### config.mk
export PLATFORM = sky130hd
export DESIGN_NAME = inst_align_queue
export DESIGN_NICKNAME = d
export VERILOG_FILES = /design/src/rtl/inst_align_queue.sv
export SDC_FILE = /design/constraint.sdc
export NUM_CORES = 1
export LEC_CHECK = 0
export CORE_ASPECT_RATIO = 1.5
export CORE_MARGIN = 4
export CORE_UTILIZATION = 30
export DETAILED_ROUTE_END_ITERATION = 6
export GPL_TIMING_DRIVEN = 1
export PLACE_DENSITY = 0.56
export SYNTH_ARGS = -nofsm -noshare
export SYNTH_HDL_FRONTEND = slang
export SYNTH_SLANG_ARGS = --single-unit
### constraint.sdc
create_clock -name clk_in -period 4.9 [get_ports clk_in]
set_input_delay 0.49 -clock clk_in [delete_from_list [all_inputs] [get_ports clk_in]]
set_output_delay 0.49 -clock clk_in [all_outputs]
set_load 0.005 [all_outputs]
### src/rtl/inst_align_queue.sv
// Instruction alignment queue: splits word-aligned fetch words into RV32C/RV32I
// instructions, including 32-bit instructions that straddle two fetch words.
module inst_align_queue #(
   parameter int unsigned DEPTH         = 8,
   parameter bit          COMPRESSED_EN = 1'b1
) (
   input  logic                     clk_in,
   input  logic                     rst_in,
   input  logic                     rdy_in,
   input  logic                     flush,
   input  logic [31:0]              flush_pc,
   input  logic                     fetch_valid,
   input  logic [31:0]              fetch_addr,
   input  logic [31:0]              fetch_word,
   output logic                     fetch_ready,
   output logic                     out_valid,
   output logic [31:0]              out_inst,
   output logic [31:0]              out_addr,
   output logic                     out_is_c,
   input  logic                     out_ready,
   output logic [$clog2(DEPTH):0]   count,
   output logic                     empty,
   output logic                     full
);

   localparam int unsigned PW = $clog2(DEPTH);
   localparam int unsigned CW = PW + 1;

   logic [31:0]      inst_mem [DEPTH];
   logic [31:0]      addr_mem [DEPTH];
   logic [DEPTH-1:0] c_mem;

   logic [PW-1:0] head;
   logic [PW-1:0] tail;
   logic [PW-1:0] tail_p1;
   logic [31:0]   exp_pc;
   logic          ph_valid;
   logic [15:0]   ph_data;
   logic [31:0]   ph_addr;

   logic          accept;
   logic          match;
   logic          deq;
   logic [15:0]   lo;
   logic [15:0]   hi;
   logic          lo_c;
   logic          hi_c;
   logic          proc_hi;
   logic [1:0]    n_enq;
   logic [1:0]    n_push;
   logic [31:0]   e0_inst;
   logic [31:0]   e0_addr;
   logic          e0_c;
   logic [31:0]   e1_inst;
   logic [31:0]   e1_addr;
   logic          e1_c;
   logic          ph_valid_n;
   logic [15:0]   ph_data_n;
   logic [31:0]   ph_addr_n;
   logic          unused_exp_pc0;

   assign unused_exp_pc0 = exp_pc[0];

   // Handshake qualification and stale-word detection
   always_comb begin
      fetch_ready = (count <= CW'(DEPTH - 2));
      accept      = fetch_valid && fetch_ready && rdy_in && !flush;
      match       = accept && (fetch_addr == {exp_pc[31:2], 2'b00});
      deq         = out_valid && out_ready && rdy_in && !flush;
      tail_p1     = tail + PW'(1'b1);
      lo          = fetch_word[15:0];
      hi          = fetch_word[31:16];
      lo_c        = (lo[1:0] != 2'b11);
      hi_c        = (hi[1:0] != 2'b11);
   end

   // Split the fetch word into up to two entries in address order
   always_comb begin
      n_enq      = 2'd0;
      proc_hi    = 1'b0;
      e0_inst    = '0;
      e0_addr    = '0;
      e0_c       = 1'b0;
      e1_inst    = '0;
      e1_addr    = '0;
      e1_c       = 1'b0;
      ph_valid_n = ph_valid;
      ph_data_n  = ph_data;
      ph_addr_n  = ph_addr;
      if (!COMPRESSED_EN) begin
         e0_inst = fetch_word;
         e0_addr = fetch_addr;
         n_enq   = 2'd1;
      end else begin
         proc_hi = 1'b1;
         if (ph_valid) begin
            e0_inst    = {lo, ph_data};
            e0_addr    = ph_addr;
            n_enq      = 2'd1;
            ph_valid_n = 1'b0;
         end else if (exp_pc[1]) begin
            proc_hi = 1'b1;
         end else if (lo_c) begin
            e0_inst = {16'b0, lo};
            e0_addr = fetch_addr;
            e0_c    = 1'b1;
            n_enq   = 2'd1;
         end else begin
            e0_inst = fetch_word;
            e0_addr = fetch_addr;
            n_enq   = 2'd1;
            proc_hi = 1'b0;
         end
         if (proc_hi) begin
            if (hi_c) begin
               if (n_enq == 2'd0) begin
                  e0_inst = {16'b0, hi};
                  e0_addr = fetch_addr + 32'd2;
                  e0_c    = 1'b1;
               end else begin
                  e1_inst = {16'b0, hi};
                  e1_addr = fetch_addr + 32'd2;
                  e1_c    = 1'b1;
               end
               n_enq = n_enq + 2'd1;
            end else begin
               ph_valid_n = 1'b1;
               ph_data_n  = hi;
               ph_addr_n  = fetch_addr + 32'd2;
            end
         end
      end
      n_push = match ? n_enq : 2'd0;
   end

   // Pointers, occupancy, expected PC and pending halfword
   always_ff @(posedge clk_in or negedge rst_in) begin
      if (!rst_in) begin
         head     <= '0;
         tail     <= '0;
         count    <= '0;
         exp_pc   <= '0;
         ph_valid <= 1'b0;
         ph_data  <= '0;
         ph_addr  <= '0;
      end else if (rdy_in) begin
         if (flush) begin
            head     <= '0;
            tail     <= '0;
            count    <= '0;
            exp_pc   <= flush_pc;
            ph_valid <= 1'b0;
         end else begin
            if (match) begin
               tail     <= tail + PW'(n_enq);
               exp_pc   <= fetch_addr + 32'd4;
               ph_valid <= ph_valid_n;
               ph_data  <= ph_data_n;
               ph_addr  <= ph_addr_n;
            end
            if (deq) begin
               head <= head + PW'(1'b1);
            end
            count <= count + CW'(n_push) - CW'(deq);
         end
      end
   end

   // Queue storage; contents need no reset since out_* is gated by occupancy
   always_ff @(posedge clk_in) begin
      if (match) begin
         if (n_enq != 2'd0) begin
            inst_mem[tail] <= e0_inst;
            addr_mem[tail] <= e0_addr;
            c_mem[tail]    <= e0_c;
         end
         if (n_enq == 2'd2) begin
            inst_mem[tail_p1] <= e1_inst;
            addr_mem[tail_p1] <= e1_addr;
            c_mem[tail_p1]    <= e1_c;
         end
      end
   end

   always_comb begin
      out_valid = (count != '0);
      out_inst  = out_valid ? inst_mem[head] : '0;
      out_addr  = out_valid ? addr_mem[head] : '0;
      out_is_c  = out_valid ? c_mem[head] : 1'b0;
      empty     = (count == '0);
      full      = (count == CW'(DEPTH));
   end

endmodule

After elaboration in Yosys (flattened, before gate mapping)
Memories as Yosys holds them, arrays and structs flattened.
Cells that the tools add are included.
{ "classes": {"n_addsub": 8, "mul": 0, "div_mod_pow": 0, "order_cmp": 6, "n_eq_ne": 5, "shifts": 0, "muxes": 64, "bitwise_logic": 2, "reduce_logical": 19} }
{ "ops": {"columns": ["op", "count"], "rows": [
  ["two-way mux 32 bit", 18],
  ["two-way mux 16 bit", 3],
  ["adder 32 x 2 -> 32 bit (second input constant)", 1],
  ["adder 32 x 3 -> 32 bit (second input constant)", 1],
  ["== test 32 bit", 1],
  ["two-way mux 1 bit", 27],
  ["two-way mux 8 bit", 3],
  ["bitwise mux 8 bit", 2],
  ["< comparator 3 x 4 -> 1 bit (second input constant)", 3],
  ["two-way mux 3 bit", 4],
  ["logical AND 1 bit", 9],
  ["adder 3 x 1 -> 3 bit (second input constant)", 2],
  ["demux 1 bit (select 3 bit)", 2],
  ["greater-or-equal comparator 3 x 1 -> 1 bit (second input constant)", 2],
  ["two-way mux 2 bit", 3],
  ["nonzero test 2 bit", 3],
  ["AND reduction 5 bit", 1],
  ["adder 4 x 2 -> 4 bit", 1],
  ["== test 4 bit (second input constant)", 1],
  ["less-or-equal comparator 4 x 3 -> 1 bit (second input constant)", 1],
  ["zero test 4 bit", 1],
  ["two-way mux 4 bit", 1],
  ["inequality test 2 bit (second input constant)", 2],
  ["AND reduction 2 bit", 2],
  ["other kinds (9)", 10]
]} }
{ "totals": {"ff_bits": 99, "latch_bits": 0, "mem_bits_rw": 512, "romBits": 0, "inputBits": 102, "mem_count": 2} }
{ "mem_list": {"columns": ["name", "depth", "width", "rd", "rd_clocked_by_memory_dff", "wr", "line", "source"], "rows": [
  ["addr_mem", 8, 32, 1, 0, 2, "30", "logic [31:0] addr_mem [DEPTH];"],
  ["inst_mem", 8, 32, 1, 0, 2, "29", "logic [31:0] inst_mem [DEPTH];"]
]} }

Depth between registers and ports, before layout
{ "depth": {"word_depth": 12, "ltp_mapped": 17, "mapped_depth_nobuf": 15} }

Worst setup path after synthesis
OpenSTA, ideal clock, no wires.
{ "synth_timing": {"path_kind": "input to register", "start": "input port fetch_word[16]", "end": "memory addr_mem[6][0] (enable)", "t_arrival_ps": 3666, "required_time_ps": 4498, "setup_slack_ps": 832, "cell_stages": 13, "n_path_buf": 6, "cell_sequence": "buf_2 and2_1 clkbuf_1 inv_1 buf_2 ha_1 and3b_1 clkbuf_1 nand3_1 a21o_1 buf_2 buf_6 inv_1"} }
{ "synth_lines": {"columns": ["item", "line", "source"], "rows": [
  ["start: declaration", "14", "input logic [31:0] fetch_word,"],
  ["end: declaration", "30", null]
]} }

Worst setup path in the final report
{ "layout_timing": {"start": "register count[3]", "end": "output port out_addr[11]"} }
{ "layout_via": {"elab_chain_cells": 2} }
{ "layout_lines": {"columns": ["item", "line", "source"], "rows": [
  ["start: declaration", "21", "output logic [$clog2(DEPTH):0] count,"],
  ["start signal: assignment", "164", "count <= count + CW'(n_push) - CW'(deq);"],
  ["nonzero test 4 bit", "186", "out_valid = (count != '0);"],
  ["two-way mux 32 bit", "188", "out_addr = out_valid ? addr_mem[head] : '0;"],
  ["end: declaration", "18", "output logic [31:0] out_addr,"]
]} }
Every way passes these cells.

==> impl_metrics.yaml <==
synth:
  synth_area_mm2: 0.0323
  synthMuxAreaShare: 0.138
  synth_top_area_cell: "edfxtp_1"
  synth.distinct_cells: 82
  yosys.area.top_type_share: 0.364
  synth_nets: 3029
  yosys.area_share.simple: 0.126
  synthArstFlopShare: 0.148
  synth.area.top_cells: "edfxtp_1 36%, mux4_2 9.1%, dfxtp_1 7.9%"
  synth_compound_area_frac: 0.149
  yosysSeqAreaShare: 0.513
  synth_edf_count: 392
  synthAdderAreaFrac: 0.00666
  synth_xor_area_frac: 0.0244
  synthFlopType: "edfxtp_1"
  avgSynthCellArea_um2: 11.1
  yosys_register_bits: 610
  synth_top_family_by_area: "compound AO/OA/AOI/OAI gates"
  syn_inst: 2911
  synth_warnings: 0
power:
  ir_drop_uv: 275
  total_power_mw: 14.6
  leakage_nw: 14.2
  power.density_mw_per_mm2: 384
clocking:
  h-tree-depth: 3
  cts_resized: 0
  cts_max_path_buffers: 3
  numCtsBuffers: 66
  cts_sinks: 610
  cts_root_buf: "clkbuf_16"
  clock_latency_ns: 0.63
  cts_tree: "done"
  clk_pin_slew_ns: 0.06
worst_hold_path:
  worstHoldStart: "inst_mem[2][27]$_SDFFE_PP0N_"
  hp-class: "flop to flop"
  whs_path_depth: 1
  holdPathEnd: "inst_mem[2][27]$_SDFFE_PP0N_"
run:
  cap_violations: 0
layout:
  layout.nets: 3140
  syn_to_final_growth_pct: 17.5
  seq_area_mm2: 0.0166
  drive_above_1_share: 0.150
  multiInputGateArea_mm2: 0.0144
  n_fill_cell: 10672
worst_setup_path:
  cp_max_fo: 18
  r2r_cells: 8
  critical_path_class: "flop to output port"
  crit_path_end_kind: "output port"
  reg2reg_to: "addr_mem[1][24]$_DFFE_PP_"
  reg2reg_slack_ns: 1.08
  worstPathArrival_ns: 3.50
  rr_startpoint: "ph_valid$_DFFE_PN0P_"
  cp.required_ns: 4.41
  cp-start-kind: "flop"
routing:
  avgViaCountPerCell: 5.54
  drc: 0
  ant_nets: 0
  wl_per_cell_um: 26.1
  first_pass_iters: 6
  drt_iter0_markers: 2277
  vias: 24869
  wl_mm: 117
sta:
  min_period_ns: 3.99
  setup_viol: 0
  period_share: 0.814
  final-max-slew-violation-count: 0
  fin_skew_ns: 0.0309
  slew_headroom: 0.162
  tightest_slew_ns: 1.26
  timing.fmax_ghz: 0.251
  tns_ns: 0
  rsz0062_at_grt: "no"
  hold_viol: 0
floorplanning:
  die-area_mm2: 0.113
  io_pins: 175
  num_rows: 147
  dieWidth_um: 276
  core_mm2: 0.107
  start_util: 0.302
  die_y_um: 410
placed_design:
  hpwl_mm: 75.2
  gp_congestion: 0.905
  io_buffers: 173
grt:
  grt_pass1_vias: 25117
  grt_start_max_net_pins: 91
  grt_overflow: 0
  grt_antenna_before_repair: 7
  grt_pass1_wl_mm: 171
  grt_usage: 0.201
status:
  status: "complete, no violations"
==> power by group <==
| group | internal [mW] | leakage [nW] | total (mW) | switching [mW] |
|---|---|---|---|---|
| logic | 1.68 | 7.71 | 3.83 | 2.15 |
| clock network | 2.87 | 1.05 | 5.02 | 2.15 |
| registers | 5.53 | 5.43 | 5.73 | 0.200 |
==> critical path, stage by stage, from the launching register on <==
cell and delay (ns):
dfrtp_1 0.40, inv_1 0.10, ha_1 0.18, nand2_1 0.19, clkinv_2 0.42, buf_4 0.41
buf_4 0.25, a21oi_1 0.30, clkdlybuf4s50_1 0.58
==> registers in the layout, indices dropped and copies added (netlist names) <==
signal,count
head,3
addr_mem,256
exp_pc,31
ph_data,16
inst_mem,256
c_mem,8
ph_addr,32
ph_valid,1
count,4
tail,3
==> area by class of cell <==
class / count / area share
sequential: 610 / 0.437
multi-input combinational: 1992 / 0.378
timing repair buffer: 304 / 0.0771
clock buffer: 97 / 0.0511
tap: 1415 / 0.0466
clock inverter: 20 / 0.00497
inverter: 48 / 0.00481
antenna: 4 / 0.000263
==> cells by family (layout without fill, tap and decap cells) <==
kind of cell               count (synthesis)  in the layout
AOI/OAI and AO/OA                        711            711
and+or+nand+nor                          897            897
adders and majority gates                 16             16
DFF                                      610            610
buffers and inverters                    309            469
muxes                                    278            278
other                                      0              4
xor gates and xnor gates                  90             90
==> worst max-delay path by stage <==
| stage | startpoint | end | slack, ns |
|---|---|---|---|
| 5_1_grt | count[3]$_DFFE_PN0P_ | out_addr[11] | 0.71 |
| 3_3_place_gp | flush | inst_mem[5][24]$_SDFFE_PP0N_ | 0.75 |
| 2_1_floorplan | fetch_word[16] | addr_mem[6][0]$_DFFE_PP_ | 0.83 |
| 4_1_cts | count[3]$_DFFE_PN0P_ | out_addr[11] | 0.74 |
| 6_report | count[3]$_DFFE_PN0P_ | out_addr[11] | 0.91 |
| 3_5_place_dp | flush | inst_mem[2][24]$_SDFFE_PP0N_ | 0.74 |
==> cell usage in the layout (no fill, tap or decap), types with 69 or more instances in the layout <==
master,n
o22a_1,131
clkdlybuf4s50_1,172
buf_4,114
o21ai_0,171
clkbuf_16,69
mux4_2,130
a21oi_1,119
dfrtp_1,86
a21o_1,142
nand2_1,429
mux2i_1,104
nor3_1,145
dfxtp_1,128
nor2_1,184
edfxtp_1,392
==> repair_timing <==
action                    in CTS  in global routing
hold buffers                   1                  0
buffers inserted               0                  0
hold endpoints to repair      44                  0
==> cells in the mapped netlist, drive strengths merged, types with 4 or more instances <==
cell type,number
o31a,4
mux2i,104
edfxtp,392
and2,8
o211ai,8
dfrtp,90
nand4,33
nand3,31
o21ai,188
o2bb2ai,4
inv,46
a21oi,119
and3,11
nor4,15
or2,7
buf,126
o31ai,4
a21o,142
a221oi,7
xnor2,66
ha,14
o22ai,26
clkbuf,135
o22a,131
a2bb2oi,17
dfxtp,128
nor3,150
xor2,24
a22oi,18
a31oi,13
a31o,5
mux2,44
nand2b,5
o41ai,6
nor2,184
nand3b,6
nand2,431
a21boi,4
mux4,130
==> metal layers <==
layer | GRT usage | part of all wire | vias up
met1 | 0.237 | 0.37 | 12524
met2 | 0.359 | 0.51 | 1025
li1 | - | - | 11059
met4 | 0.0948 | 0.050 | 4
met3 | 0.0307 | 0.068 | 257
met5 | 0 | 0.00029 | -
==> through the flow <==
stage	std cells	utilization	area (µm²)	hold WS (ns)	setup WS [ns]
after floorplan	2911	-	32300	0.194	0.832
after global placement	4368	0.335	35800	0.428	0.753
after detailed placement	4368	0.335	35800	0.433	0.738
after CTS	4486	0.355	38000	0.437	0.743
after global routing	4487	0.355	38000	0.461	0.709
final	4490	0.355	38000	0.447	0.911
Note: power is estimated with default switching activity, not from simulation.
